**src/rtl/reg_dump_reader.sv**
```systemverilog
// rtl/reg_dump_reader.sv - register file dump sequencer; DUMP_CHECKSUM_EN adds a trailing checksum beat
module reg_dump_reader #(
  parameter int DATA_WIDTH = 8,
  parameter int ADDR_WIDTH = 3,
  parameter int NUM_REGS   = 8
) (
  input  logic                  CLK,
  input  logic                  RESET,
  input  logic                  START,
  input  logic                  ABORT,
  output logic [ADDR_WIDTH-1:0] READADDR,
  input  logic [DATA_WIDTH-1:0] REGDATA,
  output logic [DATA_WIDTH-1:0] OUT_DATA,
  output logic [ADDR_WIDTH-1:0] OUT_ADDR,
  output logic                  OUT_VALID,
  input  logic                  OUT_READY,
  output logic                  OUT_LAST,
  output logic                  OUT_CSUM,
  output logic                  BUSY,
  output logic                  DONE
);

  localparam logic [1:0] IDLE = 2'd0;
  localparam logic [1:0] RD   = 2'd1;
  localparam logic [1:0] VLD  = 2'd2;
  localparam logic [1:0] FIN  = 2'd3;

  localparam logic [ADDR_WIDTH-1:0] LAST_ADDR = ADDR_WIDTH'(NUM_REGS - 1);

  logic [1:0]            state;
  logic [ADDR_WIDTH-1:0] count;

  assign READADDR = count;

`ifdef DUMP_CHECKSUM_EN
  logic [DATA_WIDTH-1:0] sum;

  // sum covers register beats only; OUT_CSUM marks the extra beat that follows the last one
  always_ff @(posedge CLK or negedge RESET) begin
    if (!RESET) begin
      sum      <= '0;
      OUT_CSUM <= 1'b0;
    end else if (state != IDLE && ABORT) begin
      OUT_CSUM <= 1'b0;
    end else if (state == IDLE && START) begin
      sum      <= '0;
      OUT_CSUM <= 1'b0;
    end else if (state == VLD && OUT_READY) begin
      if (OUT_LAST) begin
        OUT_CSUM <= 1'b0;
      end else begin
        sum      <= sum + OUT_DATA;
        OUT_CSUM <= (count == LAST_ADDR);
      end
    end
  end
`else
  assign OUT_CSUM = 1'b0;
`endif

  always_ff @(posedge CLK or negedge RESET) begin
    if (!RESET) begin
      state     <= IDLE;
      count     <= '0;
      OUT_DATA  <= '0;
      OUT_ADDR  <= '0;
      OUT_VALID <= 1'b0;
      OUT_LAST  <= 1'b0;
      BUSY      <= 1'b0;
      DONE      <= 1'b0;
    end else begin
      DONE <= 1'b0;
      if (state != IDLE && ABORT) begin
        state     <= IDLE;
        OUT_VALID <= 1'b0;
        OUT_LAST  <= 1'b0;
        BUSY      <= 1'b0;
      end else begin
        case (state)
          IDLE: begin
            if (START) begin
              state <= RD;
              count <= '0;
              BUSY  <= 1'b1;
            end
          end
          RD: begin
            OUT_DATA  <= REGDATA;
            OUT_ADDR  <= count;
`ifdef DUMP_CHECKSUM_EN
            OUT_LAST  <= 1'b0;
`else
            OUT_LAST  <= (count == LAST_ADDR);
`endif
            OUT_VALID <= 1'b1;
            state     <= VLD;
          end
          VLD: begin
            if (OUT_READY) begin
              if (OUT_LAST) begin
                state     <= FIN;
                OUT_VALID <= 1'b0;
                OUT_LAST  <= 1'b0;
                DONE      <= 1'b1;
              end
`ifdef DUMP_CHECKSUM_EN
              else if (count == LAST_ADDR) begin
                // checksum beat goes out back-to-back, VALID stays high
                OUT_DATA <= sum + OUT_DATA;
                OUT_ADDR <= '0;
                OUT_LAST <= 1'b1;
              end
`endif
              else begin
                count     <= count + 1'b1;
                OUT_VALID <= 1'b0;
                state     <= RD;
              end
            end
          end
          default: begin
            state <= IDLE;
            BUSY  <= 1'b0;
          end
        endcase
      end
    end
  end

endmodule

```
**config.mk**
```make
export PLATFORM = sky130hd
export DESIGN_NAME = reg_dump_reader
export DESIGN_NICKNAME = d
export VERILOG_FILES = /design/src/rtl/reg_dump_reader.sv
export SDC_FILE = /design/constraint.sdc
export NUM_CORES = 1
export LEC_CHECK = 0
export ABC_AREA = 1
export CAP_MARGIN = 0
export CORE_AREA = 2 2 51 53
export CTS_CLUSTER_SIZE = 40
export DETAILED_ROUTE_END_ITERATION = 6
export DIE_AREA = 0 0 53 55
export GPL_ROUTABILITY_DRIVEN = 1
export PLACE_DENSITY = 0.84
export RECOVER_POWER = 50
export SYNTH_ARGS = -nofsm -noshare
export SYNTH_HDL_FRONTEND = slang
export SYNTH_SLANG_ARGS = --single-unit
```
**constraint.sdc**
```tcl
create_clock -name CLK -period 1.5 [get_ports CLK]
set_input_delay 0.3 -clock CLK [delete_from_list [all_inputs] [get_ports CLK]]
set_output_delay 0.3 -clock CLK [all_outputs]
set_load 0.005 [all_outputs]
```
**Yosys cells after proc, flatten, opt, wreduce, memory -nomap -nowiden**

Index checks and enable logic that the tools add are counted.

- Register bits after elaboration: 20
- Bits in latches: 0
- Memory bits (writable): 0
- Memory bits (read-only): 0
- Output and inout bits: 19
- Word-level logic and storage cells: 51
- Memories: 0

- Add/sub/neg operators: 1
- Multipliers: 0
- Div/mod/pow operators: 0
- Order comparisons: 0
- Eq/ne operators: 9
- Shift-type cells: 0
- Mux-type cells: 21
- Bitwise logic cells: 1
- Reduce and logical (&&, ||, !) cells: 11

Operators by type and width:

| cell | count |
|---|---|
| 2-to-1 mux 1 bit | 9 |
| 2-to-1 mux 3 bit | 3 |
| 2-to-1 mux 2 bit | 4 |
| AND reduction 2 bit | 4 |
| inequality test 2 bit, second input constant | 3 |
| inequality test 3 bit, second input constant | 2 |
| case mux 1 bit (2 select lines) | 3 |
| case mux 2 bit (3 select lines) | 1 |
| case mux 3 bit (2 select lines) | 1 |
| AND reduction 5 bit | 1 |
| nonzero test 2 bit | 2 |
| adder 3 x 1 -> 3 bit, second input constant | 1 |
| equality test 3 bit, second input constant | 1 |
| nonzero test 3 bit | 1 |
| equality test 2 x 1 -> 1 bit, second input constant | 1 |
| equality test 2 bit, second input constant | 1 |
| logical NOT 2 bit | 1 |
| inequality test 2 x 1 -> 1 bit, second input constant | 1 |
| OR reduction 2 bit | 1 |
| logical AND 1 bit | 1 |
| inverter 1 bit | 1 |

**Logic depth before layout (Yosys ltp)**

- Depth in word-level cells: 4
- Depth in mapped cells: 9
- Mapped depth without buffers: 9

**Worst setup path before layout**

No wires, ideal clock.

- Kind: register to register
- Start: reg state[0]
- End: reg count[0] (netlist: READADDR[0])
- Arrival time: 1.167 ns
- Required time: 1.383 ns
- Path slack: 0.216 ns
- Stages on the path, launching flop included: 9
- Cells stage by stage: dfrtp_1 > inv_1 > ha_1 > inv_2 > nor2_4 > nor2_2 > nand2_2 > nand2_1 > nand2_1

- Word-level cells in the longest chain between the ends: 4

RTL lines:

| element | RTL line | source |
|---|---|---|
| start, declared | 30 | `logic [1:0] state;` |
| start signal, assigned | 63 | `state <= IDLE;` |
| start signal, assigned | 74 | `state <= IDLE;` |
| start signal, assigned | 82 | `state <= RD;` |
| parallel branches: the longest is 4 deep, another holds AND reduction 5 bit | n/a |  |
| end signal, assigned | 115 | `count <= count + 1'b1;` |
| end, declared | 31 | `logic [ADDR_WIDTH-1:0] count;` |

Parallel ways; which one is timed is not known.
A chain may end at the register's enable or synchronous reset.

**Final worst setup path**

- Start: reg OUT_DATA[4]
- End: out OUT_DATA[4]

RTL lines:

| element | RTL line | source |
|---|---|---|
| start, declared | 13 | `output logic [DATA_WIDTH-1:0] OUT_DATA,` |
| start signal, assigned | 65 | `OUT_DATA <= '0;` |
| start signal, assigned | 88 | `OUT_DATA <= REGDATA;` |

No word-level cell between the ends.

==> flow_summary.html <==
<table>
<tr><th>Metric</th><th>Value</th></tr>
<tr><th colspan="2">Pwr</th></tr>
<tr><td>Pwr Density</td><td>1685 mW/mm²</td></tr>
<tr><td>Max IR drop VDD</td><td>roughly 0.97 mV</td></tr>
<tr><td>Leakage power figure</td><td>~0.81 nW</td></tr>
<tr><th colspan="2">Worst setup path</th></tr>
<tr><td>Worst reg-to-reg path cell count</td><td>7</td></tr>
<tr><td>Worst-path cell with the longest stage delay</td><td>sky130_fd_sc_hd__clkdlybuf4s50_1</td></tr>
<tr><td>Worst reg2reg setup slack</td><td>0.07 ns</td></tr>
<tr><td>Peak per-stage delay on the critical path</td><td>about 0.5 ns</td></tr>
<tr><td>Worst Path Required</td><td>1.20 ns</td></tr>
<tr><td>Number of buffer and inverter instances along the worst setup path</td><td>1</td></tr>
<tr><td>Top fanout value on the critical path</td><td>2</td></tr>
<tr><td>Crit-path leading delay family</td><td>buffers and inverters</td></tr>
<tr><td>Arrival time of the worst setup path</td><td>between 1 and 1.5 ns</td></tr>
<tr><td>Critical path startpoint</td><td>OUT_DATA[4]</td></tr>
<tr><td>Cells along the critical path</td><td>clkdlybuf4s50_1</td></tr>
<tr><td>Reg2reg start</td><td>state[1]</td></tr>
<tr><td>Kind of end point of the critical path</td><td>primary output</td></tr>
<tr><td>Type of the worst setup path</td><td>register to primary output</td></tr>
<tr><td>Nature of the critical path startpoint</td><td>register</td></tr>
<tr><td>R2r endpoint</td><td>state[1]</td></tr>
<tr><th colspan="2">Hold path</th></tr>
<tr><td>Number of stages on the worst hold path</td><td>2</td></tr>
<tr><td>Startpoint of the lowest-slack hold path</td><td>OUT_DATA[7]</td></tr>
<tr><td>End of the worst hold path</td><td>OUT_DATA[7]</td></tr>
<tr><td>HP Class</td><td>register to register</td></tr>
<tr><th colspan="2">Place</th></tr>
<tr><td>Detailed placement HPWL</td><td>1705 µm</td></tr>
<tr><td>Number of port buffers</td><td>30</td></tr>
<tr><td>Final RePlAce weighted congestion</td><td>0.8401</td></tr>
<tr><th colspan="2">Timing</th></tr>
<tr><td>Final Skew</td><td>0.001457 ns</td></tr>
<tr><td>Total setup violations reported at the end of the flow</td><td>0</td></tr>
<tr><td>Final clock period utilization by the worst path</td><td>approximately 97%</td></tr>
<tr><td>Fmax</td><td>just under 700 MHz</td></tr>
<tr><td>Total negative slack for setup checks</td><td>0 ns</td></tr>
<tr><td>Number of hold violations in the final report</td><td>0</td></tr>
<tr><td>Min cycle time layout</td><td>~1.5 ns</td></tr>
<tr><td>Number of pins exceeding their max-slew limit in the final report</td><td>0</td></tr>
<tr><th colspan="2">Synthesis</th></tr>
<tr><td>Flops &amp; latches, synth</td><td>20</td></tr>
<tr><td>Sequential-to-total area share from yosys stat</td><td>roughly 50%</td></tr>
<tr><td>Synthesized area per cell</td><td>about 8.3 µm²</td></tr>
<tr><td>Netlist area before placement</td><td>0.001006 mm²</td></tr>
<tr><td>Total of warnings raised by yosys</td><td>0</td></tr>
<tr><td>Syn nets</td><td>between 100 and 150</td></tr>
<tr><td>Number of library cell types mapped by synthesis</td><td>17</td></tr>
<tr><td>Cells after synthesis</td><td>121</td></tr>
<tr><th colspan="2">Drt</th></tr>
<tr><td>Number of iterations in the first detailed-routing pass</td><td>4</td></tr>
<tr><td>Detailed Route Iter0 Violations</td><td>36</td></tr>
<tr><td>DRT Wirelength</td><td>between 2000 and 3000 µm</td></tr>
<tr><td>Total number of vias</td><td>975</td></tr>
<tr><td>Via-per-instance ratio</td><td>4.974</td></tr>
<tr><td>Total DRC errors in the routed layout</td><td>0</td></tr>
<tr><td>Routed len/inst</td><td>between 10 and 15 µm</td></tr>
<tr><td>Post-route ant nets</td><td>0</td></tr>
<tr><th colspan="2">Finish</th></tr>
<tr><td>Leading cell types in the layout, fill and taps excluded</td><td>sky130_fd_sc_hd__nand2_1, sky130_fd_sc_hd__clkdlybuf4s50_1, sky130_fd_sc_hd__dfrtp_1, sky130_fd_sc_hd__nand3_1, sky130_fd_sc_hd__buf_4</td></tr>
<tr><td>Area of the multi-input gates</td><td>between 400 and 500 µm²</td></tr>
<tr><td>Filler instances</td><td>approximately 210</td></tr>
<tr><td>Share of post-route cells with drive strength above 1</td><td>22.29%</td></tr>
<tr><td>Most common library cell in the layout ignoring fill and taps</td><td>sky130_fd_sc_hd__nand2_1</td></tr>
<tr><td>Nets</td><td>186</td></tr>
<tr><td>Sequential Area</td><td>~500 µm²</td></tr>
<tr><td>Finished Core Util</td><td>a little over three fifths</td></tr>
<tr><td>Synthesis-to-finish area growth</td><td>48.13%</td></tr>
<tr><td>Antenna Diode Count</td><td>0</td></tr>
<tr><th colspan="2">Global route</th></tr>
<tr><td>Remaining Overflow, GRT</td><td>0</td></tr>
<tr><td>Global-route track usage on met1</td><td>21.20%</td></tr>
<tr><td>Global-route wire length before repair</td><td>between 3000 and 4000 µm</td></tr>
<tr><td>Largest net degree at the start of global routing</td><td>21</td></tr>
<tr><td>Global-route usage over all layers</td><td>~17%</td></tr>
<tr><td>Number of global-route vias before repair</td><td>~900</td></tr>
<tr><td>Met3 usage</td><td>between 2 and 3%</td></tr>
<tr><td>Most congested layer reported by global routing</td><td>met2</td></tr>
<tr><td>Met2 capacity usage during global routing</td><td>about a third</td></tr>
<tr><td>Initial antenna violation count</td><td>0</td></tr>
<tr><th colspan="2">CTS</th></tr>
<tr><td>Skew-Pair Late Insertion Delay</td><td>just under 0.3 ns</td></tr>
<tr><td>Clock Pin Slew Worst Setup and Hold Paths</td><td>roughly 0.10 ns</td></tr>
<tr><td>Root Buffer Master</td><td>sky130_fd_sc_hd__clkbuf_4</td></tr>
<tr><td>Hold-fix buffer count after cts</td><td>0</td></tr>
<tr><td>CTS tree</td><td>done</td></tr>
<tr><td>Maximum count of clock buffers along a single path</td><td>2</td></tr>
<tr><td>Number of clock sinks seen by CTS</td><td>20</td></tr>
<tr><td>Clock buffers created by TritonCTS</td><td>3</td></tr>
<tr><td>CTS H-tree lvls</td><td>1</td></tr>
<tr><th colspan="2">Die</th></tr>
<tr><td>Core footprint</td><td>about 0.0024 mm²</td></tr>
<tr><td>Boundary Pins</td><td>32</td></tr>
<tr><td>Die span in x</td><td>roughly 53 µm</td></tr>
<tr><td>Die Outline Area</td><td>approximately 0.003 mm²</td></tr>
<tr><td>Number of placement rows</td><td>18</td></tr>
<tr><td>Initial cell density of the core</td><td>42.54%</td></tr>
<tr><td>Chip Height</td><td>about 55 µm</td></tr>
<tr><th colspan="2">Status</th></tr>
<tr><td>Result of the run</td><td>finished clean</td></tr>
<tr><th colspan="2">Job</th></tr>
<tr><td>Max-capacitance violation count</td><td>0</td></tr>
</table>
layout make-up:
cell class | count | area share (%)
Sequential cell | 20 | 33.59
Multi-Input combinational cell | 88 | 31.57
Timing Repair Buffer | 46 | 28.55
Tap cell | 30 | 2.519
Inverter | 9 | 2.267
Clock buffer | 3 | 1.511
flip-flops by register name, indices dropped and copies added (netlist names):
signal and count:
READADDR 3, DONE 1, OUT_DATA 8, OUT_VALID 1
OUT_ADDR 3, state 2, BUSY 1, OUT_LAST 1
Yosys cell counts:
library cell | count | area share [%]
sky130_fd_sc_hd__buf_2 | 2 | 1.0
sky130_fd_sc_hd__buf_4 | 1 | 0.75
sky130_fd_sc_hd__buf_6 | 2 | 2.2
sky130_fd_sc_hd__conb_1 | 1 | 0.37
sky130_fd_sc_hd__dfrtp_1 | 20 | 50
sky130_fd_sc_hd__ha_1 | 5 | 6.2
sky130_fd_sc_hd__inv_1 | 6 | 2.2
sky130_fd_sc_hd__inv_2 | 3 | 1.1
sky130_fd_sc_hd__nand2_1 | 46 | 17
sky130_fd_sc_hd__nand2_2 | 4 | 2.5
sky130_fd_sc_hd__nand3_1 | 19 | 9.5
sky130_fd_sc_hd__nor2_1 | 3 | 1.1
sky130_fd_sc_hd__nor2_2 | 1 | 0.62
sky130_fd_sc_hd__nor2_4 | 2 | 2.2
sky130_fd_sc_hd__o21a_1 | 1 | 0.75
sky130_fd_sc_hd__o21ai_0 | 3 | 1.5
sky130_fd_sc_hd__o21ai_1 | 2 | 1.0
logic make-up after synthesis:
kind of cell / count (synthesis) / share of synthesized area, %
and+or+nand+nor: 75 / 33.08
DFF: 20 / 49.75
buffers and inverters: 14 / 7.338
AOI/OAI and AO/OA: 6 / 3.234
adders and majority gates: 5 / 6.219
other: 1 / 0.3728
metrics by stage:
step	hold slack, ns	std cells	setup slack (ns)	cell area (µm²)	total power (W)
after floorplan	0.004409	121	0.2161	1006	0.001538
after global placement	0.4546	180	0.05077	1334	0.001983
after detailed placement	0.4657	180	-0.04392	1334	0.002055
after CTS	0.3475	188	0.002105	1401	0.002358
after global routing	0.5144	196	-0.02863	1490	0.002714
final	0.4878	196	0.03866	1490	0.002510
worst min-delay path, delay by kind of cell (launching register included):
family	cells	cell delay, ns
and+or+nand+nor	2	0.11
DFF	1	0.35
per-layer routing:
metal  up-vias  routed length (µm)
met3         6                 158
met5         -                   0
met1       460                1042
met2        36                1267
li1        473                   -
met4         0                  55
how the worst max path moves through the flow:
stage | cells past startpoint | end
floorplan | 8 | READADDR[0]
global placement | 9 | READADDR[0]
detailed placement | 7 | OUT_ADDR[2]
CTS | 9 | READADDR[2]
global route | 9 | OUT_LAST
finish | 1 | OUT_DATA[4]
report_power, final:
group	internal [W]	total, W	switching (W)
Sequential	0.000728	0.000841	0.000113
Clock	0.0000933	0.000240	0.000146
Combinational	0.000695	0.00143	0.000735
repair_timing:
| action | in CTS | in global routing |
|---|---|---|
| endpoints found under the setup margin | 19 | 16 |
| cloned | 0 | 1 |
| resized for setup | 2 | 16 |
| endpoints found under the hold margin | 0 | 0 |
| buffers inserted | 5 | 7 |
| pin swaps | 0 | 2 |
No activity file was read; power rests on OpenSTA's default activity.
==> edit (same flow settings) <==
Set the parameter `DATA_WIDTH` to 6 (it was 8).
--- a/src/rtl/reg_dump_reader.sv
+++ b/src/rtl/reg_dump_reader.sv
@@ -1,6 +1,6 @@
 // rtl/reg_dump_reader.sv - register file dump sequencer; DUMP_CHECKSUM_EN adds a trailing checksum beat
 module reg_dump_reader #(
-  parameter int DATA_WIDTH = 8,
+  parameter int DATA_WIDTH = 6,
   parameter int ADDR_WIDTH = 3,
   parameter int NUM_REGS   = 8
 ) (
Ports: changed (resized OUT_DATA and REGDATA); port bits go from 32 to 28. No check against the original RTL was run, so the function may have changed too.
==> edit against the unedited design <==
Setup slack worse by 0.0022 ns. Power down 14%. Design area down 9.5%. Sequential cell count down 2. Global-route usage down 2.4 points. Largest power group unchanged. Sequential share of layout area down 0.19 points. Area after synthesis down 8.7%. Non-clock buffer count down 6. Critical path type is now reg2reg. Synthesized cell count down 9.9%. Wire length down 19%.
==> edit: results (changes against the unedited design) <==
[logic_synthesis]
synth_fp_nets=125  ; -10%
ys_types=17  ; unchanged
synth_common_cells=nand2_1, dfrtp_1, nand3_1
synth_area_leaders=dfrtp_1, nand2_1, nand3_1
ys_warn_count=0  ; unchanged
synth_seq_area_share=0.490  ; -0.00705
async_reset_ff_frac=1.00  ; unchanged

[setup_path]
regToRegEndpoint=READADDR[2]
critPathSlowestCell=dfrtp_1
critical_path_class=reg2reg
reg2reg_depth=8  ; +1
r2r_slack_ns=0.04  ; -0.03 ns
timing.critical_path.from=READADDR[0]
slowest_delay_ns=0.41  ; -0.09 ns
path_max_fanout=4  ; +2
r2r_start=READADDR[0]

[sta]
hold_ws_ns=0.480  ; -0.00786 ns
finalCritPeriodShare=0.976  ; +0.00144
fin_skew_ns=0.00210  ; +0.000640 ns
relSlewSlack=0.351

[min_path]
hp-start=OUT_DATA[5]
hold_path.class=reg2reg
whs_endpoint=OUT_DATA[5]
hold_depth=2  ; unchanged

[power]
leakagePower_nw=0.754  ; -7.0%
ir_drop_mv=0.786  ; -19%

[detailed_routing]
vias=826  ; -15%
first_pass_iters=4  ; unchanged
drt_iter0_drc=12  ; -67%
wire_per_inst_um=11.3  ; -12%

[global_route]
grt_pass1_wl_mm=3.13  ; -16%
overflow=0  ; unchanged
grt_max_degree=19  ; -9.5%
antenna_found_initial=0  ; unchanged
grt.total_usage=0.149  ; -0.0239
first_global_vias=732  ; -17%

[layout]
top_register=OUT_DATA
largest_register_ffs=6  ; -2
final_nets=167  ; -10%
layout-drive-gt1-share=0.207  ; -0.0162
diodes=0  ; unchanged

[clock_network]
ctsLongestPathBuffers=2  ; unchanged
root_buffer=clkbuf_4
ctsHtreeMaxLevel=1  ; unchanged
cts_resized=0  ; -2
numCtsBuffers=3  ; unchanged
cts_setup_buffers=4  ; -1
worstSkewPairLatency_ns=0.29  ; about the same
path_clk_slew_ns=0.10  ; about the same

[place]
dp_hpwl_mm=1.43  ; -16%
port_buffers=26  ; -13%
preCtsSetupSlack_ns=-0.0229  ; +0.0210 ns
placed_area_um2=1220  ; -8.6%
gp_congestion=0.823  ; -2.1%

[outcome]
status=finished clean

==> edit: changes by cell type after synthesis, moves of 2 or more <==
cell,unedited run,this run
buf_6,2,0
o21ai_1,2,0
dfrtp_1,20,18
o21ai_0,3,6
nand2_1,46,40
nand3_1,19,14
==> edit: worst max-delay path, delay by kind of cell, from the launching register on <==
family / cells / cell delay (ns)
buf+inv: 3 / 0.32
flops: 1 / 0.41
fa+ha+maj: 2 / 0.45
simple gates: 3 / 0.18
==> edit: routing by layer <==
metal	GRT usage	vias to the layer above	share of wire
li1	-	425	-
met1	0.188	373	0.42
met2	0.254	24	0.51
met3	0.0323	4	0.062
met4	0.0513	0	0.013
met5	0	-	0
==> edit: kinds of logic (layout without fill, tap and decap cells) <==
family	count (synthesis)	in the layout	share of synthesized area
other	1	1	0.00408
adder cells (fa/ha/maj)	5	5	0.0681
AO/OA/AOI/OAI	8	8	0.0463
flip-flops	18	18	0.490
AND/OR/NAND/NOR	66	66	0.337
buffers and inverters	11	52	0.0545
==> edit: power by group <==
| group | total (mW) | internal [mW] | switching (mW) |
|---|---|---|---|
| registers | 0.729 | 0.639 | 0.0908 |
| logic | 1.13 | 0.557 | 0.577 |
| clock network | 0.301 | 0.148 | 0.153 |
| total | 2.16 | 1.34 | 0.821 |
==> edit: per-stage QoR <==
stage | setup TNS, ns | cells
floorplan | 0 | 109
global placement | 0 | 165
detailed placement | -0.0651 | 165
CTS | 0 | 173
global route | -0.0199 | 180
finish | 0 | 180
==> edit: area by class of cell <==
type / count / area, um2
repair buffers: 40 / 372
flip-flops and latches: 18 / 450
multi-input cells: 80 / 423
clock buffers: 4 / 36.3
well taps: 30 / 37.5
inverters: 8 / 30.0
fillers: 222 / 1020
